[src/rtl/mult_share_arb.sv]
// Round-robin arbiter sharing one radix-4 Booth pipelined multiplier among NUM_REQ requesters.
// Define MULT_SHARE_ARB_STATS_EN to add the issue_cnt / starve_cnt statistics outputs.

module optmult #(
  parameter int M_W      = 8,
  parameter int N_W      = 8,
  parameter int UNSIGNED = 0
) (
  input  logic               clk,
  input  logic               rst,
  input  logic [M_W-1:0]     a,
  input  logic [N_W-1:0]     b,
  output logic [M_W+N_W-1:0] out
);

  localparam int NX  = (UNSIGNED != 0) ? ((N_W % 2 != 0) ? N_W + 1 : N_W + 2)
                                       : ((N_W % 2 != 0) ? N_W + 1 : N_W);
  localparam int LAT = (NX / 2 + 1) / 2;
  localparam int PW  = M_W + N_W;
  // b is widened so every stage can consume two Booth digits; the surplus top digits
  // only see extension bits and therefore contribute zero.
  localparam int BXW = 4 * LAT + 1;

  logic signed [PW-1:0] a_ext;
  logic        [BXW-1:0] b_ext;
  logic signed [PW-1:0] a_q   [LAT];
  logic        [BXW-1:0] bx_q [LAT];
  logic signed [PW-1:0] sum_q [LAT];

  function automatic logic signed [PW-1:0] booth_pp(input logic signed [PW-1:0] ma,
                                                    input logic [BXW-1:0]      mb,
                                                    input int                  j);
    logic signed [PW-1:0] m;
    case (mb[2*j +: 3])
      3'b001, 3'b010: m = ma;
      3'b011:         m = ma <<< 1;
      3'b100:         m = -(ma <<< 1);
      3'b101, 3'b110: m = -ma;
      default:        m = '0;
    endcase
    return m <<< (2 * j);
  endfunction

  always_comb begin
    a_ext = PW'(a);
    b_ext = '0;
    b_ext[N_W:1] = b;
    if (UNSIGNED == 0) begin
      for (int i = M_W; i < PW; i++) a_ext[i] = a[M_W-1];
      for (int i = N_W + 1; i < BXW; i++) b_ext[i] = b[N_W-1];
    end
  end

  always_ff @(posedge clk or posedge rst) begin
    if (rst) begin
      for (int s = 0; s < LAT; s++) begin
        a_q[s]   <= '0;
        bx_q[s]  <= '0;
        sum_q[s] <= '0;
      end
    end else begin
      a_q[0]   <= a_ext;
      bx_q[0]  <= b_ext;
      sum_q[0] <= booth_pp(a_ext, b_ext, 0) + booth_pp(a_ext, b_ext, 1);
      for (int s = 1; s < LAT; s++) begin
        a_q[s]   <= a_q[s-1];
        bx_q[s]  <= bx_q[s-1];
        sum_q[s] <= sum_q[s-1] + booth_pp(a_q[s-1], bx_q[s-1], 2 * s)
                               + booth_pp(a_q[s-1], bx_q[s-1], 2 * s + 1);
      end
    end
  end

  assign out = sum_q[LAT-1];

endmodule

module mult_share_arb #(
  parameter int  NUM_REQ  = 4,
  parameter int  M_W      = 8,
  parameter int  N_W      = 8,
  parameter int  UNSIGNED = 0,
  localparam int ID_W     = (NUM_REQ > 2) ? $clog2(NUM_REQ) : 1
) (
  input  logic                   clk,
  input  logic                   rst,
  input  logic                   en,
  input  logic [NUM_REQ-1:0]     req_valid,
  output logic [NUM_REQ-1:0]     req_ready,
  input  logic [NUM_REQ*M_W-1:0] req_a,
  input  logic [NUM_REQ*N_W-1:0] req_b,
  output logic                   res_valid,
  output logic [ID_W-1:0]        res_id,
  output logic [M_W+N_W-1:0]     res_out,
  output logic                   busy
`ifdef MULT_SHARE_ARB_STATS_EN
  ,
  output logic [31:0]            issue_cnt,
  output logic [31:0]            starve_cnt
`endif
);

  localparam int NX  = (UNSIGNED != 0) ? ((N_W % 2 != 0) ? N_W + 1 : N_W + 2)
                                       : ((N_W % 2 != 0) ? N_W + 1 : N_W);
  localparam int LAT = (NX / 2 + 1) / 2;

  logic [ID_W-1:0]    rr_ptr_q, rr_ptr_d;
  logic [NUM_REQ-1:0] grant;
  logic [ID_W-1:0]    gnt_idx;
  logic               xfer;
  logic               iss_vld_q;
  logic [ID_W-1:0]    iss_id_q;
  logic [M_W-1:0]     iss_a_q;
  logic [N_W-1:0]     iss_b_q;
  logic               tag_vld_q [LAT];
  logic [ID_W-1:0]    tag_id_q  [LAT];
  logic [M_W+N_W-1:0] mult_out;

  // Rotating priority search; reset also forces the grant low so nothing is accepted.
  always_comb begin
    int  idx;
    logic found;
    grant   = '0;
    gnt_idx = '0;
    found   = 1'b0;
    idx     = 0;
    for (int k = 0; k < NUM_REQ; k++) begin
      idx = int'(rr_ptr_q) + k;
      if (idx >= NUM_REQ) idx = idx - NUM_REQ;
      if (!found && en && rst && req_valid[idx]) begin
        found      = 1'b1;
        grant[idx] = 1'b1;
        gnt_idx    = ID_W'(idx);
      end
    end
  end

  assign req_ready = grant;
  assign xfer      = |grant;

  always_comb begin
    rr_ptr_d = rr_ptr_q;
    if (xfer) rr_ptr_d = (int'(gnt_idx) == NUM_REQ - 1) ? '0 : gnt_idx + 1'b1;
  end

  always_ff @(posedge clk or negedge rst) begin
    if (!rst) begin
      rr_ptr_q  <= '0;
      iss_vld_q <= 1'b0;
      iss_id_q  <= '0;
      for (int s = 0; s < LAT; s++) begin
        tag_vld_q[s] <= 1'b0;
        tag_id_q[s]  <= '0;
      end
    end else begin
      rr_ptr_q  <= rr_ptr_d;
      iss_vld_q <= xfer;
      if (xfer) iss_id_q <= gnt_idx;
      tag_vld_q[0] <= iss_vld_q;
      tag_id_q[0]  <= iss_id_q;
      for (int s = 1; s < LAT; s++) begin
        tag_vld_q[s] <= tag_vld_q[s-1];
        tag_id_q[s]  <= tag_id_q[s-1];
      end
    end
  end

  // Operand registers carry no reset; their contents only matter alongside iss_vld_q.
  always_ff @(posedge clk) begin
    if (xfer) begin
      iss_a_q <= req_a[gnt_idx*M_W +: M_W];
      iss_b_q <= req_b[gnt_idx*N_W +: N_W];
    end
  end

  optmult #(
    .M_W      (M_W),
    .N_W      (N_W),
    .UNSIGNED (UNSIGNED)
  ) u_mult (
    .clk (clk),
    .rst (~rst),
    .a   (iss_a_q),
    .b   (iss_b_q),
    .out (mult_out)
  );

  assign res_valid = tag_vld_q[LAT-1];
  assign res_id    = tag_id_q[LAT-1];
  assign res_out   = res_valid ? mult_out : '0;

  always_comb begin
    busy = iss_vld_q;
    for (int s = 0; s < LAT; s++) busy = busy | tag_vld_q[s];
  end

`ifdef MULT_SHARE_ARB_STATS_EN
  logic [31:0] issue_cnt_q, starve_cnt_q;

  always_ff @(posedge clk or negedge rst) begin
    if (!rst) begin
      issue_cnt_q  <= '0;
      starve_cnt_q <= '0;
    end else begin
      if (xfer) issue_cnt_q <= issue_cnt_q + 32'd1;
      if ((|req_valid) && !en) starve_cnt_q <= starve_cnt_q + 32'd1;
    end
  end

  assign issue_cnt  = issue_cnt_q;
  assign starve_cnt = starve_cnt_q;
`endif

endmodule

[config.mk]
export PLATFORM = sky130hd
export DESIGN_NAME = mult_share_arb
export DESIGN_NICKNAME = d
export VERILOG_FILES = /design/src/rtl/mult_share_arb.sv
export SDC_FILE = /design/constraint.sdc
export NUM_CORES = 1
export LEC_CHECK = 0
export CAP_MARGIN = 20
export CORE_MARGIN = 1
export CORE_UTILIZATION = 50
export DETAILED_ROUTE_END_ITERATION = 7
export PLACE_DENSITY_LB_ADDON = 0.1
export SYNTH_ARGS = -nofsm -noshare
export SYNTH_HDL_FRONTEND = slang
export SYNTH_SLANG_ARGS = --single-unit
[constraint.sdc]
create_clock -name clk -period 8 [get_ports clk]
set_clock_uncertainty 0.1 [all_clocks]
set_input_delay 1.6 -clock clk [delete_from_list [all_inputs] [get_ports clk]]
set_output_delay 1.6 -clock clk [all_outputs]
set_load 0.02 [all_outputs]
## Word-level counts from Yosys, hierarchy flattened

Index checks and enable logic that the tools add are counted.

- Input bits: 71
- Logic and storage cells: 135
- Register bits: 75
- Output and inout bits: 24

- Mux-type cells: 41
- Equality and inequality tests: 22
- Bitwise operators: 5
- Reduce and logical (&&, ||, !) cells: 25
- Shifts and indexed selects: 2
- Add/subtract/negate cells: 15
- Order comparisons: 12

Operators by type and width:

| cell | count |
|---|---|
| >= comparator 32 x 1 -> 1 bit (second input constant) | 4 |
| less-than comparator 32 x 4 -> 1 bit (second input constant) | 4 |
| 2-to-1 mux 32 bit | 4 |
| indexed part select 32 x 6 -> 8 bit | 2 |
| case mux 14 bit (4 select lines) | 1 |
| adder 16 bit | 3 |
| case mux 12 bit (4 select lines) | 1 |
| case mux 16 bit (3 select lines) | 1 |
| case mux 10 bit (4 select lines) | 1 |
| equality test 3 bit (second input constant) | 9 |
| equality test 3 x 2 -> 1 bit (second input constant) | 6 |
| 2-to-1 mux 16 bit | 1 |
| 2-to-1 mux 4 bit | 4 |
| negation 8 -> 16 bit | 1 |
| negation 9 -> 16 bit | 1 |
| logical AND 1 bit | 15 |
| 2-to-1 mux 1 bit | 15 |
| negation 8 -> 12 bit | 1 |
| negation 9 -> 12 bit | 1 |
| bitwise OR 4 bit | 3 |
| OR reduction 2 bit | 6 |
| subtractor 3 x 3 -> 4 bit (second input constant) | 3 |
| 2-to-1 mux 2 bit | 5 |
| equality test 3 x 1 -> 1 bit (second input constant) | 3 |
| 13 further kinds | 27 |

## Longest topological paths before layout

- Word-level depth: 24
- Mapped depth: 17
- Mapped depth without buffers: 16

## Hierarchy

From an unflattened synthesis, not the netlist that was laid out.

- Cells, all modules: 717
- Area, all modules: 6,417.4 sq um

By module, submodules not included:

| module | seq. area each (sq um) | cells an instance | times used | area an instance (sq um) |
|---|---|---|---|---|
| optmult | 1,126.1 | 551 | 1 | 4,470.5 |
| mult_share_arb | 755.7 | 166 | 1 | 1,946.9 |

## Worst setup path before layout

OpenSTA, ideal clock, no wires.

- Path type: input to output
- Start: in req_valid[2]
- End: out req_ready[3]
- Required time: 6.300 ns
- Arrival time: 3.056 ns
- Path buffers: 0
- Path slack: 3.244 ns
- Cell stages on the path: 3
- Cell sequence: mux4_2 -> a2111oi_1 -> a221o_1

- Longest elaborated chain between the ends: 20
- Elaborated cells on any way between the ends: 35
- Those cells by class: mux: 19; bitwise: 3; reduce/logical: 13

RTL lines:

| what | RTL line | text |
|---|---|---|
| from (decl) | 88 | `input logic [NUM_REQ-1:0] req_valid,` |
| binary-select mux 1 bit (select 2 bit) | 130 | `if (!found && en && rst && req_valid[idx]) begin` |
| 2-to-1 mux 1 bit (not written as such) (2 in a row) | 130 |  |
| logical AND 1 bit | 130 |  |
| 2-to-1 mux 1 bit | 130 |  |
| zero test 1 bit | 130 |  |
| logical AND 1 bit (3 in a row) | 130 |  |
| 2-to-1 mux 1 bit | 130 |  |
| zero test 1 bit | 130 |  |
| logical AND 1 bit (3 in a row) | 130 |  |
| 2-to-1 mux 1 bit | 130 |  |
| zero test 1 bit | 130 |  |
| logical AND 1 bit (3 in a row) | 130 |  |
| 2-to-1 mux 4 bit * | 130 |  |
| to (decl) | 89 | `output logic [NUM_REQ-1:0] req_ready,` |

Mark *: on every way between the ends. The rest lies on a longest branch, timed or not. The select of a mux whose other input is x is not followed.

## Worst setup path after layout

- Start: in req_valid[2]
- End: out req_ready[1]

The elaborated chain is that of the path after synthesis.

==> results.txt <==
Commonest non-fill, non-tap cell in the layout - clkdlybuf4s50_1
TritonCTS clock tree - built
Post-CTS Setup Bufs - 0
Die height - 112 um
Starting Density - 52.4%
Hold-fix buffer count after cts - 0
Crit path launch - req_valid[2]
Largest net degree at the start of global routing - 58
Hold_sp - iss_b_q[5]$_DFFE_PP_
I/O pin total - 95
Fill count - 1006
Asr flop ratio synth - 77.8%
Seq/Total Area, Yosys - 30.9%
DR WL/cell - 16.5 um
Via count - 5158
Routed Antenna Nets - 0
H-tree depth - 3
CTS buffer count - 9
CTS sink cnt - 72
Chip width - 112 um
Post-synthesis cell type count - 69
Kind of critical path - in -> out
Status - finished, violations left
Rel. slew slack - 45.0%
Post-Synthesis Cells - 668
Setup_tns - 0 ns
Post-DP HPWL - 11.4 mm
Final Setup Violations - 0
Final GP Congestion - 0.874
Area growth syn-to-layout - 21.0%
Max Clk Rate - 162 MHz
Ys flop type - dfrtp_1
Slew of the pin with the lowest slew margin - 0.822 ns
Drt pass-1 iters - 7
Number of flops mapped to enable cells by yosys - 16
Residual DRC - 2
Max-cap violations - 0
Overall routed net length - 14.5 mm
Syn nets - 786
Nets - 852
Clock Tree Buf Depth - 2
First-pass GRT wire length - 23.8 mm
Reg2reg start - iss_a_q[3]$_DFFE_PP_
HP Class - reg -> reg
Worst EP required - 6.30 ns
Max Slew Vio Count - 0
Vias in the first global route - 5058
Number of diodes - 0
Yosys reg bits - 72
Startpoint Class - input pin
Worst setup EP type - output port
Period minus WS final - 6.16 ns
Ys Warns - 0
Initial antenna violation count - 0
Fin. Hold Viols - 0
Core ar. - 11600 um2
PostCTS Resize Cnt - 0
Share of layout cells above drive strength 1 - 4.60%
Reg clk slew, reported paths - 0.06 ns
DR iter-0 viols - 318
RSZ-0062 raised after global routing - no
Root Buffer - clkbuf_16
Die area - 12600 um2
Via density - 5.85
Avg Inst Size Synth - 9.10 um2
Failing checks - DRC
Post-Syn Area - 6080 um2
Commonest non-fill, non-tap cells in the layout - 93 x clkdlybuf4s50_1, 62 x mux2i_1, 57 x nand2_1
Worst hold slack - 0.244 ns
CP Max Fanout - 7
GRT Overall Usage - 23.7%
Port Buffers - 94
Clock latency on the worst-skew pair - 0.33 ns
WP data arrival - 4.46 ns
GRT overflow - 0
FP Rows - 39
Period utilization - 77.0%
final timing paths:
| check | endpoint | slack, ns | depth (start not counted) |
|---|---|---|---|
| worst max-delay path | req_ready[1] | 1.84 | 6 |
| worst min-delay path | u_mult.bx_q[15]$_DFF_PN0_ | 0.24 | 0 |
| worst max register to register | u_mult.sum_q[30]$_DFF_PN0_ | 3.61 | 13 |
| worst min register to register | u_mult.bx_q[15]$_DFF_PN0_ | 0.24 | 0 |
| max in group asynchronous | u_mult.a_q[20]$_DFF_PN0_ | 6.06 | 2 |
| min in group asynchronous | res_id[1]$_DFF_PN0_ | 1.28 | 2 |
synthesized netlist by cell type, drive strengths merged, types with 11 or more instances:
master	instances	area share (%)
and2	20	2.1
dfrtp	56	23
fa	11	3.6
o21ai	36	3.0
xnor2	36	5.2
clkbuf	29	1.8
buf	14	1.4
inv	40	2.5
nand2	58	3.6
ha	36	7.4
nor3	14	1.2
mux2i	62	10
nor2	36	2.2
edfxtp	16	7.9
a21oi	41	3.4
stage by stage:
stage | utilization [%] | instance area [um2] | setup slack [ns] | std cells
after CTS | 63.2 | 7340 | 1.85 | 881
after floorplan | - | 6080 | 3.24 | 668
after detailed placement | 60.8 | 7060 | 1.86 | 865
final | 63.4 | 7360 | 1.84 | 882
after global placement | 60.8 | 7060 | 1.97 | 865
after global routing | 63.4 | 7360 | 1.66 | 882
critical path, cell delays in order:
cell and delay (ns):
clkdlybuf4s50_1 0.57, or3b_1 0.38, o211a_1 0.15, a2111oi_1 0.76, a221o_1 0.34, clkdlybuf4s50_1 0.65
logic make-up after synthesis:
| group | after synthesis | synth area share (%) |
|---|---|---|
| flops | 72 | 30.9 |
| buf+inv | 83 | 5.62 |
| xor+xnor | 47 | 6.99 |
| compound gates | 168 | 18.4 |
| simple gates | 183 | 15.3 |
| mux | 68 | 11.7 |
| fa+ha+maj | 47 | 11.0 |
routing by layer:
layer	vias up	routed length, um	GRT usage (%)	share of wire (%)
met5	-	0	0	0
met4	0	136	5.78	0.94
met2	151	7850	45.7	54
met1	2470	6010	27.2	41
li1	2527	-	-	-
met3	10	530	3.67	3.6
flip-flops by register name, indices dropped and copies added, names as in the netlist:
signal / cells
u_mult.a_q: 8
iss_a_q: 8
rr_ptr_q: 2
iss_id_q: 2
iss_vld_q: 1
iss_b_q: 8
res_id: 2
tag_id_q: 2
res_valid: 1
tag_vld_q: 1
u_mult.out: 16
u_mult.bx_q: 5
u_mult.sum_q: 16
area by class of cell:
class	count	area, um2	share of cell area [%]
inverter	40	150	2.04
timing repair buffer	98	973	13.2
multi-input combinational	513	3890	52.8
tap	143	179	2.43
clock inverter	7	61.3	0.833
clock buffer	9	225	3.06
sequential	72	1880	25.6
Power is left out: the tool's default activity adds up to more than one toggle a clock period on the data nets, which glitch-free logic cannot reach.
